[src/rtl/key_search.sv]
// key_search: walks 24-bit candidate keys through arc4. After each decryption
// run it reads the plaintext back: byte 0 is the length, bytes 1..len must all
// be printable ASCII (8'h20..8'h7E). It stops on the first passing key, or when
// the next candidate would overflow 24 bits.
//
// Handshake: arc4_en is a one-cycle start pulse. The run is in progress once
// arc4_rdy has been seen low, and it is complete when arc4_rdy is seen high again.
// The key is held stable from the pulse until the run is complete.
module key_search #(
  parameter logic [23:0] KEY_START = 24'h000000,
  parameter logic [23:0] KEY_STEP  = 24'h000001
) (
  input  logic        clk,
  input  logic        rst_n,
  input  logic        en,
  output logic        rdy,
  output logic [23:0] key,
  output logic        key_valid,
  output logic        arc4_en,
  input  logic        arc4_rdy,
  output logic [23:0] arc4_key,
  output logic        chk_active,
  output logic [7:0]  chk_addr,
  input  logic [7:0]  pt_rddata,
  output logic [3:0]  dbg_state
);

  typedef enum logic [3:0] {
    IDLE      = 4'd0,
    START     = 4'd1,
    WAIT_BUSY = 4'd2,
    WAIT_DONE = 4'd3,
    LEN_RD    = 4'd4,
    LEN_WAIT  = 4'd5,
    CHR_RD    = 4'd6,
    CHR_EVAL  = 4'd7,
    NEXT_KEY  = 4'd8,
    DONE      = 4'd9
  } state_t;

  state_t      state, state_nx;
  logic [23:0] key_nx;
  logic        key_valid_nx;
  logic [7:0]  len, len_nx;
  logic [7:0]  idx, idx_nx;
  logic [24:0] key_sum;
  logic        printable;

  // Bit 24 of the sum flags that the key space is exhausted.
  assign key_sum   = {1'b0, key} + {1'b0, KEY_STEP};
  assign printable = (pt_rddata >= 8'h20) && (pt_rddata <= 8'h7E);

  // State and datapath registers; arc4_en is registered from the next state.
  always_ff @(posedge clk or negedge rst_n) begin
    if (!rst_n) begin
      state     <= IDLE;
      key       <= KEY_START;
      key_valid <= 1'b0;
      len       <= 8'd0;
      idx       <= 8'd0;
      arc4_en   <= 1'b0;
    end else begin
      state     <= state_nx;
      key       <= key_nx;
      key_valid <= key_valid_nx;
      len       <= len_nx;
      idx       <= idx_nx;
      arc4_en   <= (state_nx == START);
    end
  end

  // Next-state and datapath update logic.
  always_comb begin
    state_nx     = state;
    key_nx       = key;
    key_valid_nx = key_valid;
    len_nx       = len;
    idx_nx       = idx;
    case (state)
      IDLE: begin
        if (en) begin
          key_nx       = KEY_START;
          key_valid_nx = 1'b0;
          state_nx     = START;
        end
      end
      START:     state_nx = WAIT_BUSY;
      WAIT_BUSY: if (!arc4_rdy) state_nx = WAIT_DONE;
      WAIT_DONE: if (arc4_rdy)  state_nx = LEN_RD;
      LEN_RD:    state_nx = LEN_WAIT;
      LEN_WAIT: begin
        len_nx = pt_rddata;
        idx_nx = 8'd1;
        if (pt_rddata == 8'd0) begin
          // An empty message passes vacuously.
          key_valid_nx = 1'b1;
          state_nx     = DONE;
        end else begin
          state_nx = CHR_RD;
        end
      end
      CHR_RD:    state_nx = CHR_EVAL;
      CHR_EVAL: begin
        if (!printable) begin
          state_nx = NEXT_KEY;
        end else if (idx == len) begin
          key_valid_nx = 1'b1;
          state_nx     = DONE;
        end else begin
          idx_nx   = idx + 8'd1;
          state_nx = CHR_RD;
        end
      end
      NEXT_KEY: begin
        if (key_sum[24]) begin
          state_nx = DONE;
        end else begin
          key_nx   = key_sum[23:0];
          state_nx = START;
        end
      end
      DONE:    state_nx = IDLE;
      default: state_nx = IDLE;
    endcase
  end

  // Output decode from the registered state.
  always_comb begin
    rdy        = (state == IDLE);
    chk_active = (state == LEN_RD) || (state == LEN_WAIT) ||
                 (state == CHR_RD) || (state == CHR_EVAL);
    chk_addr   = 8'd0;
    if ((state == CHR_RD) || (state == CHR_EVAL)) chk_addr = idx;
    arc4_key   = key;
    dbg_state  = state;
  end

endmodule

[config.mk]
export PLATFORM = sky130hd
export DESIGN_NAME = key_search
export DESIGN_NICKNAME = d
export VERILOG_FILES = /design/src/rtl/key_search.sv
export SDC_FILE = /design/constraint.sdc
export NUM_CORES = 1
export LEC_CHECK = 0
export ABC_AREA = 0
export BUFFER_PORTS_ARGS = -buffer_cell sky130_fd_sc_hd__buf_2
export CELL_PAD_IN_SITES_DETAIL_PLACEMENT = 0
export CELL_PAD_IN_SITES_GLOBAL_PLACEMENT = 1
export CORE_MARGIN = 2
export CORE_UTILIZATION = 36
export CTS_CLUSTER_DIAMETER = 30
export DETAILED_ROUTE_END_ITERATION = 8
export PLACE_DENSITY_LB_ADDON = 0.2
export SLEW_MARGIN = 25
export SYNTH_ARGS = -nofsm -noshare
export SYNTH_HDL_FRONTEND = slang
export SYNTH_SLANG_ARGS = --single-unit
[constraint.sdc]
create_clock -name clk -period 2.1 [get_ports clk]
set_input_delay 0.105 -clock clk [delete_from_list [all_inputs] [get_ports clk]]
set_output_delay 0.105 -clock clk [all_outputs]
set_load 0.05 [all_outputs]
# Word-level counts from Yosys, hierarchy flattened
# Cells that the tools add are included.
[word_totals]
out_inout_bits = 64
register_bits = 46
[classes]
n_eq_ne = 16
addsub = 2
n_mux = 20
n_reduce_logical = 13
n_lt_le_gt_ge = 2
[op_table]
columns = ["cell", "count"]
rows = [
  ["24-bit 2-to-1 mux", 2],
  ["24-bit one-hot mux with 2 select lines", 1],
  ["4-bit one-hot mux with 9 select lines", 1],
  ["4-bit 2-to-1 mux", 7],
  ["24-bit by 1-bit adder with 25-bit output, second input constant", 1],
  ["8-bit 2-to-1 mux", 3],
  ["4-bit by 3-bit == test with 1-bit output, second input constant", 4],
  ["8-bit one-hot mux with 2 select lines", 1],
  ["2-bit != test, second input constant", 6],
  ["8-bit by 1-bit adder with 8-bit output, second input constant", 1],
  ["4-bit by 1-bit == test with 1-bit output, second input constant", 2],
  ["4-bit by 2-bit == test with 1-bit output, second input constant", 2],
  ["8-bit == test", 1],
  ["8-bit by 6-bit >= comparator with 1-bit output, second input constant", 1],
  ["8-bit by 7-bit <= comparator with 1-bit output, second input constant", 1],
  ["8-bit logical NOT", 1],
  ["3-bit AND reduction", 2],
  ["5-bit AND reduction", 1],
  ["4-bit == test, second input constant", 1],
  ["4-bit logical NOT", 1],
  ["1-bit logical OR", 4],
  ["1-bit 2-to-1 mux", 4],
  ["2-bit nonzero test", 2],
  ["1-bit one-hot mux with 3 select lines", 1],
  ["other kinds (2)", 2],
]

# Longest topological paths before layout
[depth]
word_depth = 5
ltp_mapped = 11
depth_no_buf = 8

# Worst setup path after synthesis
# OpenSTA, ideal clock, no wires.
[synth_timing]
path_type = "reg2reg"
from = "register state[1], in the netlist dbg_state[1]"
to = "register key[2], in the netlist arc4_key[2]"
slack_ps = -1455
arrival_ps = 3423
required_time_ps = 1968
path_stages_with_launch = 7
n_path_buf = 3
path_cell_list = "dfrtp_1 > clkbuf_1 > nor4_1 > and2_1 > clkbuf_1 > clkbuf_1 > nor2_1"
[synth_via]
elab_chain_len = 3
[synth_lines]
columns = ["item", "line_no", "rtl"]
rows = [
  ["start: declaration", "41", "state_t state, state_nx;"],
  ["start signal: assignment", "63", "state <= state_nx;"],
  ["4-bit logical NOT *", "-", ""],
  ["via rdy", "16", "output logic rdy,"],
  ["2-bit != test (no line) / 2-bit nonzero test (equally long branches)", "-", ""],
  ["3-bit AND reduction (no line)", "-", ""],
  ["end signal: assignment", "64", "key <= key_nx;"],
  ["end: declaration", "17", "output logic [23:0] key,"],
]
# Mark *: on every way through the listed nets, which the timed path passes. The rest lies on a longest branch.
# A chain may end at the register's enable or synchronous reset.

==> results.py <==
metrics = {
    "timing": {
        "max_slew_margin_pct": 61.68,
        "rsz0062_at_grt": "true",
        "setup_viol": 13,
        "tightest_slew_ns": 0.5748,
        "skew_ns": 0.008697,
        "setup_slack_ns": -0.04406,
        "fmax_mhz": 466.4,
        "fin_crit_sh_pct": 102.1,
        "finalHoldViolCount": 0,
        "slew_viol_final": 0,
        "fin_tns_setup_ns": -0.2678,
        "period_needed_ns": 2.144,
    },
    "synth": {
        "synth.net_count": 364,
        "synth_area_um2": 3043,
        "synth_edf_count": 0,
        "async_reset_ff_share_pct": 100.0,
        "syn_inst": 350,
        "syn_area_per_cell_um2": 8.694,
        "synth-seq-cells": 46,
        "synth_seq_area_share_pct": 37.83,
        "synth_ff_type": "dfrtp_1",
        "ys_types": 50,
        "yosysWarnings": 0,
    },
    "global_route": {
        "grt_pass1_wl_um": 15150,
        "grt_pass1_vias": 2911,
        "grt_max_degree": 25,
        "grt_overflow": 0,
        "grt_use_total_pct": 21.32,
        "antenna_found_initial": 0,
    },
    "routing": {
        "drc_errors": 0,
        "viasPerCell": 5.353,
        "wl_per_cell_um": 16.10,
        "drtPass1Iterations": 4,
        "ant_nets": 0,
        "drtIter0Drc": 239,
        "finalWirelength_um": 9388,
        "vias": 3121,
    },
    "setup_path": {
        "cpMostUsedCell": "nor3_2",
        "path_buf_inv": 3,
        "critPathTopFamily": "simple AND/OR/NAND/NOR gates",
        "crit_type": "reg2reg",
        "worstPathArrival_ns": 2.38,
        "crit_slowest_cell": "or4_4",
        "crit_path_end_kind": "register",
        "slowest_delay_ns": 0.51,
        "start_kind": "register",
        "cp.required_ns": 2.34,
        "crit_chain": "xnor2_2 > nand4_2 > buf_6 > nor3_2 > nor3_2 > inv_2 > buf_12 > or4_4 > a21oi_2",
        "cp_max_fo": 7,
    },
    "cts": {
        "numCtsBuffers": 5,
        "cts_tree": "built",
        "root_buffer": "clkbuf_8",
        "clock_path_buffers": 2,
        "clock_latency_ns": 0.30,
        "htree_levels": 2,
        "cts_sinks": 46,
        "clk_pin_slew_ns": 0.09,
    },
    "floorplan": {
        "die-area_um2": 9204,
        "io_pins": 76,
        "rows": 33,
        "die_y_um": 95.94,
        "initial_utilization_pct": 37.03,
        "die_w_um": 95.94,
        "core_area_um2": 8217,
    },
    "status": {
        "status": "complete, but fails checks",
        "violations": "setup timing",
    },
    "layout": {
        "drive_gt1_share_pct": 48.54,
        "fin_area_um2": 4441,
        "final_cell_mix": "buf_2 (75), buf_4 (71), nand2_1 (38)",
        "n_antenna_cell": 0,
        "syn2layout_area_growth_pct": 45.93,
        "layout_commonest_cell": "buf_2",
        "fill_cells": 789,
        "nets": 491,
    },
    "run": {
        "maxCapViolCount": 0,
    },
    "placed_design": {
        "place_area_um2": 3897,
        "io_buffers": 75,
        "dp_hpwl_um": 6607,
        "gp_congestion": 0.7984,
    },
    "power_and_ir_drop": {
        "powerDensity_nw_per_um2": 1055,
        "vdd_drop_max_mv": 0.5587,
        "cellLeakagePower_nw": 2.094,
    },
    "hold_path": {
        "hold_class": "in2reg",
    },
}
[per-layer routing]
| metal | track usage, % | share of wire [%] | vias up |
|---|---|---|---|
| li1 | - | - | 1520 |
| met1 | 33.65 | 51 | 1515 |
| met2 | 31.06 | 44 | 81 |
| met3 | 3.367 | 4.9 | 5 |
| met4 | 3.214 | 0.56 | 0 |
| met5 | 0 | 0 | - |
[what timing repair did]
action / CTS / global route
setup buffers: 13 / 5
hold buffers: 1 / 0
cloned: 4 / 0
hold endpoints to repair: 22 / 0
gates resized for setup: 27 / 20
pin swaps: 16 / 6
endpoints found under the setup margin: 19 / 23
[worst register-to-register path: cells and delay by family, from the launching register on]
kind / cells / cell delay (ns)
DFF: 1 / 0.46
buffers and inverters: 3 / 0.45
xor gates and xnor gates: 1 / 0.15
AOI/OAI and AO/OA: 1 / 0.12
and+or+nand+nor: 4 / 0.90
[state kept, by name (all words and copies together), names as in the netlist]
signal and count:
arc4_en 1, arc4_key 24, dbg_state 4, idx 8, key_valid 1, len 8
[layout make-up]
class	instances	area [µm²]	area share, %
inverters	13	51.30	1.155
flip-flops and latches	46	1167	26.29
well taps	105	131.4	2.959
clock buffers	6	72.57	1.634
repair buffers	162	1144	25.75
clock inverters	2	37.54	0.8453
multi-input cells	249	1837	41.36
[cell usage after synthesis, types with 2 or more instances]
cell type	number	area [µm²]
a31oi_1	4	25.02
xnor2_1	8	70.07
o21ai_0	18	90.09
o31ai_1	18	135.1
and3_1	16	100.1
ha_1	2	25.02
mux2i_1	2	20.02
a21oi_1	23	115.1
inv_2	2	7.510
nand2_1	41	153.9
nor4_4	3	63.81
xor2_1	3	26.28
nor4_1	6	37.54
nand3_1	16	80.08
and2_1	6	37.54
dfrtp_1	46	1151
nand4_2	2	25.02
nand2_2	2	12.51
nor2b_1	3	18.77
buf_2	8	40.04
or4_1	17	127.6
nor3b_1	2	15.01
clkbuf_1	10	37.54
inv_1	11	41.29
nor3_1	6	30.03
o21a_1	2	15.01
nor2_1	11	41.29
buf_4	25	187.7
nand4_1	14	87.58
nand2b_1	2	12.51
o22ai_1	2	12.51
[cell families (layout without fill, tap and decap cells)]
family	count (synthesis)	after routing	synth area share, %
and+or+nand+nor	153	154	29.56
AOI/OAI and AO/OA	79	80	17.27
muxes	2	2	0.6579
DFF	46	46	37.83
adders and majority gates	2	2	0.8222
buffers and inverters	57	183	10.69
xor gates and xnor gates	11	11	3.166
[stage by stage]
step	util [%]	hold WS, ns	worst slack (ns)	cells	total power, W
finish	54.04	0.05985	-0.04406	583	0.004685
global route	54.04	0.07439	-0.1461	583	0.004970
CTS	52.25	0.05816	-0.05382	578	0.004497
detailed placement	47.43	0.1486	-0.1465	553	0.003521
global placement	47.43	0.1397	-0.1124	553	0.003487
floorplan	-	-0.1906	-0.08875	350	0.002865
[final timing paths]
path	startpoint	to	slack, ns	depth (start not counted)
max	idx[7]	arc4_key[11]	-0.04	9
min	pt_rddata[2]	len[2]	0.06	3
max reg2reg	idx[7]	arc4_key[11]	-0.04	9
min reg2reg	len[0]	len[0]	0.50	2
max in group asynchronous	rst_n	arc4_key[6]	1.22	3
min in group asynchronous	rst_n	idx[2]	0.33	2
[report_power, final]
part	internal, W	switching, W
registers	0.00108	0.000174
clock network	0.000356	0.000327
logic	0.00105	0.00170
Power figures use the tool's default switching activity.
